## src/rtl/soc_epoch_sequencer.sv

```systemverilog
// soc_epoch_sequencer
// ---------------------------------------------------------------------------
// SoC-side controller for the CiM sleep-staging accelerator. Each epoch it:
//   1. announces a new epoch,
//   2. starts an EEG load,
//   3. streams NUM_SAMPLES ADC samples with at least SAMPLE_GAP idle cycles
//      after every strobe,
//   4. waits up to INFER_TIMEOUT cycles for the inference result and latches
//      the stage for the host.
// The accelerator is held in reset for CIM_RST_CYCLES when leaving IDLE. It is
// not reset again between back-to-back epochs.
//
// Ports
//   clk, rst                 clock, synchronous active-high reset
//   enable                   run epochs while high; sampled only in IDLE/NEXT
//   adc_valid/ready/data     ADC sample stream (handshake described below)
//   cim_rst_n                accelerator reset, active low
//   new_sleep_epoch          one-cycle epoch-start pulse
//   start_eeg_load           one-cycle load-start pulse
//   new_eeg_data, eeg        one-cycle sample strobe with its data
//   inference_complete       accelerator done (level or pulse)
//   inferred_sleep_stage     accelerator result
//   stage_valid, stage_out   one-cycle update pulse, last inferred stage
//   timeout_err              sticky inference-timeout flag
//   busy                     high whenever the FSM is not IDLE
//   dbg_state                current FSM state (debug observation only)
//
// Handshake: a sample transfers at a rising edge where adc_valid and
// adc_ready are both high. adc_ready is registered and never depends on
// adc_valid. A source that raises adc_valid must hold it and adc_data
// stable until the transfer, so no sample is ever dropped.
// ---------------------------------------------------------------------------
module soc_epoch_sequencer #(
  parameter int NUM_SAMPLES    = 3000,
  parameter int SAMPLE_GAP     = 4,
  parameter int CIM_RST_CYCLES = 8,
  parameter int INFER_TIMEOUT  = 1000000,
  parameter int ADC_W          = 16,
  parameter int STAGE_W        = 3
) (
  input  logic               clk,
  input  logic               rst,
  input  logic               enable,
  input  logic               adc_valid,
  input  logic [ADC_W-1:0]   adc_data,
  output logic               adc_ready,
  output logic               cim_rst_n,
  output logic               new_sleep_epoch,
  output logic               start_eeg_load,
  output logic               new_eeg_data,
  output logic [ADC_W-1:0]   eeg,
  input  logic               inference_complete,
  input  logic [STAGE_W-1:0] inferred_sleep_stage,
  output logic               stage_valid,
  output logic [STAGE_W-1:0] stage_out,
  output logic               timeout_err,
  output logic               busy,
  output logic [2:0]         dbg_state
);

  localparam int SCNT_W = $clog2(NUM_SAMPLES + 1);
  localparam int TCNT_W = $clog2(INFER_TIMEOUT + 1);
  localparam int GCNT_W = $clog2(SAMPLE_GAP + 1);
  localparam int RCNT_W = $clog2(CIM_RST_CYCLES + 1);

  localparam logic [SCNT_W-1:0] SCNT_MAX = SCNT_W'(NUM_SAMPLES);
  localparam logic [TCNT_W-1:0] TCNT_MAX = TCNT_W'(INFER_TIMEOUT);
  localparam logic [GCNT_W-1:0] GAP_LEN  = GCNT_W'(SAMPLE_GAP);
  localparam logic [RCNT_W-1:0] RST_LAST = RCNT_W'(CIM_RST_CYCLES - 1);

  typedef enum logic [2:0] {
    S_IDLE        = 3'd0,
    S_CIM_RST     = 3'd1,
    S_EPOCH_START = 3'd2,
    S_LOAD_START  = 3'd3,
    S_LOAD_WAIT   = 3'd4,
    S_INFER_WAIT  = 3'd5,
    S_NEXT        = 3'd6
  } state_t;

  state_t              state_q, state_d;
  logic [RCNT_W-1:0]   rst_cnt_q, rst_cnt_d;
  logic [SCNT_W-1:0]   sample_cnt_q, sample_cnt_d;
  logic [GCNT_W-1:0]   gap_cnt_q, gap_cnt_d;
  logic [TCNT_W-1:0]   tmo_cnt_q, tmo_cnt_d;
  logic [TCNT_W-1:0]   tmo_next;

  logic                adc_ready_q, adc_ready_d;
  logic                cim_rst_n_q, cim_rst_n_d;
  logic                new_sleep_epoch_q, new_sleep_epoch_d;
  logic                start_eeg_load_q, start_eeg_load_d;
  logic                new_eeg_data_q, new_eeg_data_d;
  logic [ADC_W-1:0]    eeg_q, eeg_d;
  logic                stage_valid_q, stage_valid_d;
  logic [STAGE_W-1:0]  stage_out_q, stage_out_d;
  logic                timeout_err_q, timeout_err_d;
  logic                busy_q, busy_d;

  always_comb begin
    state_d        = state_q;
    rst_cnt_d      = rst_cnt_q;
    sample_cnt_d   = sample_cnt_q;
    gap_cnt_d      = gap_cnt_q;
    tmo_cnt_d      = tmo_cnt_q;
    tmo_next       = (tmo_cnt_q == TCNT_MAX) ? tmo_cnt_q : tmo_cnt_q + TCNT_W'(1);
    adc_ready_d    = 1'b0;
    new_eeg_data_d = 1'b0;
    eeg_d          = eeg_q;
    stage_valid_d  = 1'b0;
    stage_out_d    = stage_out_q;
    timeout_err_d  = timeout_err_q;

    unique case (state_q)
      S_IDLE: begin
        if (enable) begin
          state_d   = S_CIM_RST;
          rst_cnt_d = '0;
        end
      end

      S_CIM_RST: begin
        if (rst_cnt_q == RST_LAST) state_d = S_EPOCH_START;
        else                       rst_cnt_d = rst_cnt_q + RCNT_W'(1);
      end

      S_EPOCH_START: state_d = S_LOAD_START;

      S_LOAD_START: begin
        state_d     = S_LOAD_WAIT;
        adc_ready_d = 1'b1;
        gap_cnt_d   = '0;
      end

      S_LOAD_WAIT: begin
        if (adc_ready_q && adc_valid) begin
          // Strobe next cycle and close the window for SAMPLE_GAP cycles
          // starting with the strobe cycle itself.
          new_eeg_data_d = 1'b1;
          eeg_d          = adc_data;
          gap_cnt_d      = GAP_LEN;
          if (sample_cnt_q != SCNT_MAX) sample_cnt_d = sample_cnt_q + SCNT_W'(1);
        end else if (sample_cnt_q == SCNT_MAX) begin
          // Current cycle carries the final strobe.
          state_d   = S_INFER_WAIT;
          tmo_cnt_d = '0;
        end else if (gap_cnt_q != '0) begin
          gap_cnt_d   = gap_cnt_q - GCNT_W'(1);
          adc_ready_d = (gap_cnt_q == GCNT_W'(1));
        end else begin
          adc_ready_d = 1'b1;
        end
      end

      S_INFER_WAIT: begin
        tmo_cnt_d = tmo_next;
        // A completion in the cycle the counter reaches the limit still wins.
        if (inference_complete) begin
          stage_out_d   = inferred_sleep_stage;
          stage_valid_d = 1'b1;
          state_d       = S_NEXT;
        end else if (tmo_next == TCNT_MAX) begin
          timeout_err_d = 1'b1;
          state_d       = S_NEXT;
        end
      end

      S_NEXT: state_d = enable ? S_EPOCH_START : S_IDLE;

      default: state_d = S_IDLE;
    endcase

    // Outputs that are a pure function of the state being entered.
    if (state_d == S_EPOCH_START) begin
      timeout_err_d = 1'b0;
      sample_cnt_d  = '0;
    end
    new_sleep_epoch_d = (state_d == S_EPOCH_START);
    start_eeg_load_d  = (state_d == S_LOAD_START);
    cim_rst_n_d       = !(state_d inside {S_IDLE, S_CIM_RST});
    busy_d            = (state_d != S_IDLE);
  end

  always_ff @(posedge clk) begin
    if (rst) begin
      state_q           <= S_IDLE;
      rst_cnt_q         <= '0;
      sample_cnt_q      <= '0;
      gap_cnt_q         <= '0;
      tmo_cnt_q         <= '0;
      adc_ready_q       <= 1'b0;
      cim_rst_n_q       <= 1'b0;
      new_sleep_epoch_q <= 1'b0;
      start_eeg_load_q  <= 1'b0;
      new_eeg_data_q    <= 1'b0;
      eeg_q             <= '0;
      stage_valid_q     <= 1'b0;
      stage_out_q       <= '0;
      timeout_err_q     <= 1'b0;
      busy_q            <= 1'b0;
    end else begin
      state_q           <= state_d;
      rst_cnt_q         <= rst_cnt_d;
      sample_cnt_q      <= sample_cnt_d;
      gap_cnt_q         <= gap_cnt_d;
      tmo_cnt_q         <= tmo_cnt_d;
      adc_ready_q       <= adc_ready_d;
      cim_rst_n_q       <= cim_rst_n_d;
      new_sleep_epoch_q <= new_sleep_epoch_d;
      start_eeg_load_q  <= start_eeg_load_d;
      new_eeg_data_q    <= new_eeg_data_d;
      eeg_q             <= eeg_d;
      stage_valid_q     <= stage_valid_d;
      stage_out_q       <= stage_out_d;
      timeout_err_q     <= timeout_err_d;
      busy_q            <= busy_d;
    end
  end

  assign adc_ready       = adc_ready_q;
  assign cim_rst_n       = cim_rst_n_q;
  assign new_sleep_epoch = new_sleep_epoch_q;
  assign start_eeg_load  = start_eeg_load_q;
  assign new_eeg_data    = new_eeg_data_q;
  assign eeg             = eeg_q;
  assign stage_valid     = stage_valid_q;
  assign stage_out       = stage_out_q;
  assign timeout_err     = timeout_err_q;
  assign busy            = busy_q;
  assign dbg_state       = state_q;

endmodule

```

## config.mk

```make
export PLATFORM = sky130hd
export DESIGN_NAME = soc_epoch_sequencer
export DESIGN_NICKNAME = d
export VERILOG_FILES = /design/src/rtl/soc_epoch_sequencer.sv
export SDC_FILE = /design/constraint.sdc
export NUM_CORES = 1
export LEC_CHECK = 0
export BUFFER_PORTS_ARGS = -buffer_cell sky130_fd_sc_hd__buf_2
export CELL_PAD_IN_SITES_DETAIL_PLACEMENT = 0
export CELL_PAD_IN_SITES_GLOBAL_PLACEMENT = 1
export CORE_AREA = 2 2 102 104
export CTS_CLUSTER_DIAMETER = 120
export CTS_CLUSTER_SIZE = 30
export DETAILED_ROUTE_END_ITERATION = 16
export DIE_AREA = 0 0 104 106
export HOLD_SLACK_MARGIN = 0.05
export PLACE_DENSITY_LB_ADDON = 0.1
export RECOVER_POWER = 100
export SYNTH_ARGS = -nofsm -noshare
export SYNTH_HDL_FRONTEND = slang
export SYNTH_SLANG_ARGS = --single-unit
```

## constraint.sdc

```tcl
create_clock -name clk -period 2 [get_ports clk]
set_clock_uncertainty 0.15 [all_clocks]
set_input_delay 0.3 -clock clk [delete_from_list [all_inputs] [get_ports clk]]
set_output_delay 0.3 -clock clk [all_outputs]
set_load 0.01 [all_outputs]
```

==> impl_metrics.tcl <==
set metrics [dict create \
    maxSlewHeadroom 0.684 \
    cts_buffers 9 \
    whs_path_depth 3 \
    yosys_register_bits 69 \
    drtPass1Iterations 4 \
    final_core_util 0.519 \
    syn_inst 450 \
    power.density_nw_per_um2 564 \
    drive_above_1_share 0.295 \
    yosysSeqAreaShare 0.378 \
    yosys_most_used_dff "dfxtp_1" \
    synth_top_area_share 0.378 \
    endpoint_kind "flip-flop" \
    antenna_found_initial 0 \
    fin_area_um2 5190 \
    status "finished with violations" \
    drt.antenna.violating_nets 0 \
    fill_cells 990 \
    slowest_delay_ps 370 \
    die_area_um2 11000 \
    fin_crit_sh 1.07 \
    rows 37 \
    synth.most_common_cell "dfxtp_1" \
    setup_ws_ps -135 \
    cap_violations 0 \
    critPathKind "flip-flop to flip-flop" \
    place_congestion 0.867 \
    die_y_um 106 \
    synth_warnings 0 \
    synth_edf_count 0 \
    drt_wl_total_um 10600 \
    vias 3698 \
    setup_viol 17 \
    cts_tree "yes" \
    p_leak_nw 2.00 \
    rsz0062_at_grt "true" \
    wl_per_cell_um 14.6 \
    seqPwrFrac 0.470 \
    crit_required_ps 2080 \
    grt-ovfl-total 0 \
    synthArstFlopShare 0 \
    grt_pass1_wl_um 17800 \
    tns_ps -829 \
    crit_top_cell "nor4_4" \
    io_buffers 53 \
    hold_viol_final 0 \
    die_x_um 104 \
    grt_max_degree 55 \
    slew_violations 0 \
    layout_min_cycle_time_ps 2140 \
    crit_fanout 4 \
    cts.sinks 69 \
    syn_to_final_growth_pct 42.0 \
    io_pins 54 \
    cts_root_buffer "clkbuf_8" \
    syn-cell-area_um2 3660 \
    postSynthAreaPerCell_um2 8.12 \
    peakVddDrop_mv 0.325 \
    max_freq_mhz 468 \
    h-tree-depth 3 \
    switchingPower_mw 0.661 \
    first_iter_violations 144 \
    violations "setup timing" \
    ctsLongestPathBuffers 2 \
    clk_latency_ps 370 \
    p_int_mw 2.27 \
    start_util 0.366 \
    clk_pin_slew_ps 80 \
    syn-num-nets 482 \
    critPathArrivalTime_ps 2220 \
    ys_types 67 \
    p_clk_frac 0.488 \
    diodes 0 \
    nNetsFinal 621 \
    synthTopCellsByArea "dfxtp_1 (38%), nand2_1 (6.6%), a21oi_1 (6.4%)" \
    crit_path_top_delay_cell "dfxtp_4" \
    yosysTopAreaCell "dfxtp_1" \
    tightest_slew_ps 472 \
    via_per_inst 5.07 \
    start_kind "flip-flop" \
    route.detailed.drc 0 \
    hp-class "input port to flip-flop" \
    pwr-share-comb 0.042 \
    synth_common_cells "dfxtp_1 (69), nand2_1 (64), nor2_1 (55)" \
    grt_pass1_vias 3625 \
    p_sw_frac 0.226 \
    core_area_um2 10000 \
    postPlaceCellArea_um2 4550 \
    hpwl_um 7500 \
    reg2regPathDepth 7 \
    grt_usage 0.202 \
    worstPathCellList "buf_12 -> nor4_4 -> nand4b_4 -> nor4_4 -> mux2_4 -> o21ai_4 -> o32ai_2" \
]
stage by stage:
stage / total power [mW] / std cells / setup WS, ps / hold slack, ps
after floorplan: 1.45 / 450 / 19.9 / 286
after global placement: 1.51 / 685 / -72.8 / 290
after detailed placement: 1.51 / 685 / -155 / 297
after CTS: 2.98 / 723 / -118 / 87.2
final: 2.93 / 730 / -135 / 101
after global routing: 3.05 / 730 / -224 / 116
registers in the layout, indices dropped and copies added, names as in the netlist, 3 cells and up:
| signal | cells |
|---|---|
| rst_cnt_q | 4 |
| dbg_state | 3 |
| sample_cnt_q | 12 |
| stage_out | 3 |
| gap_cnt_q | 3 |
| tmo_cnt_q | 20 |
| eeg | 16 |
cells by family (layout without fill, tap and decap cells):
logic type	count (synthesis)	in the layout	share of synthesized area
mux	7	7	0.0205
flops	69	69	0.378
buf+inv	38	182	0.0578
simple gates	212	212	0.313
compound gates	101	101	0.168
fa+ha+maj	8	8	0.0274
xor+xnor	15	15	0.0359
cells in the final DEF (no fill, tap or decap), types with 5 or more instances in the layout:
cell type	n
dfxtp_1	56
buf_4	65
inv_1	10
ha_1	6
clkbuf_1	34
buf_12	5
nor2_1	52
buf_2	25
clkbuf_8	9
or3_1	5
mux2i_1	6
nand3_1	19
and3_1	5
nand2_1	64
nand4_1	9
a21oi_1	46
o21ai_0	23
dlygate4sd3_1	19
xor2_1	11
dfxtp_2	9
nor3_1	6
final timing paths:
kind / startpoint / end / slack (ps)
worst min register to register: stage_out[2] / stage_out[2] / 310
worst max-delay path: tmo_cnt_q[3] / timeout_err / -140
worst max register to register: tmo_cnt_q[3] / timeout_err / -140
worst min-delay path: inference_complete / stage_out[1] / 100
layout make-up:
type                    count  area [um^2]  share of cell area
clock buffers               9          124              0.0239
clock inverters             7          123              0.0236
inverters                  12         45.0             0.00867
multi-input cells         343         2230               0.429
flip-flops and latches     69         1410               0.271
well taps                 136          170              0.0328
repair buffers            154         1100               0.211
layer usage:
metal,vias up,global-route usage,wire [um]
met5,-,0,0
met2,70,0.311,4700
li1,1877,-,-
met4,0,0.113,304
met3,18,0.0282,391
met1,1733,0.274,5230
power by group through the flow:
| stage | Clock (mW) | Combinational [mW] | Sequential [mW] |
|---|---|---|---|
| 2_1_floorplan | 0 | 0.0394 | 1.42 |
| 3_3_place_gp | 0 | 0.0962 | 1.41 |
| 3_5_place_dp | 0 | 0.0964 | 1.41 |
| 4_1_cts | 1.48 | 0.125 | 1.38 |
| 5_1_grt | 1.54 | 0.133 | 1.38 |
| 6_report | 1.43 | 0.122 | 1.38 |
worst max-delay path: cells and delay by family, from the launching register on:
family / cells / cell delay, ps
buf+inv: 1 / 120
simple gates: 3 / 720
compound gates: 2 / 280
mux: 1 / 360
flops: 1 / 370
what timing repair did:
action,4_1_cts,5_1_grt
pin swaps,1,18
gates resized for setup,19,29
cloned,0,1
hold buffers,19,0
hold endpoints to repair,19,0
buffers inserted,3,6
endpoints found under the setup margin,6,21
Note: power is estimated with default switching activity, not from simulation.
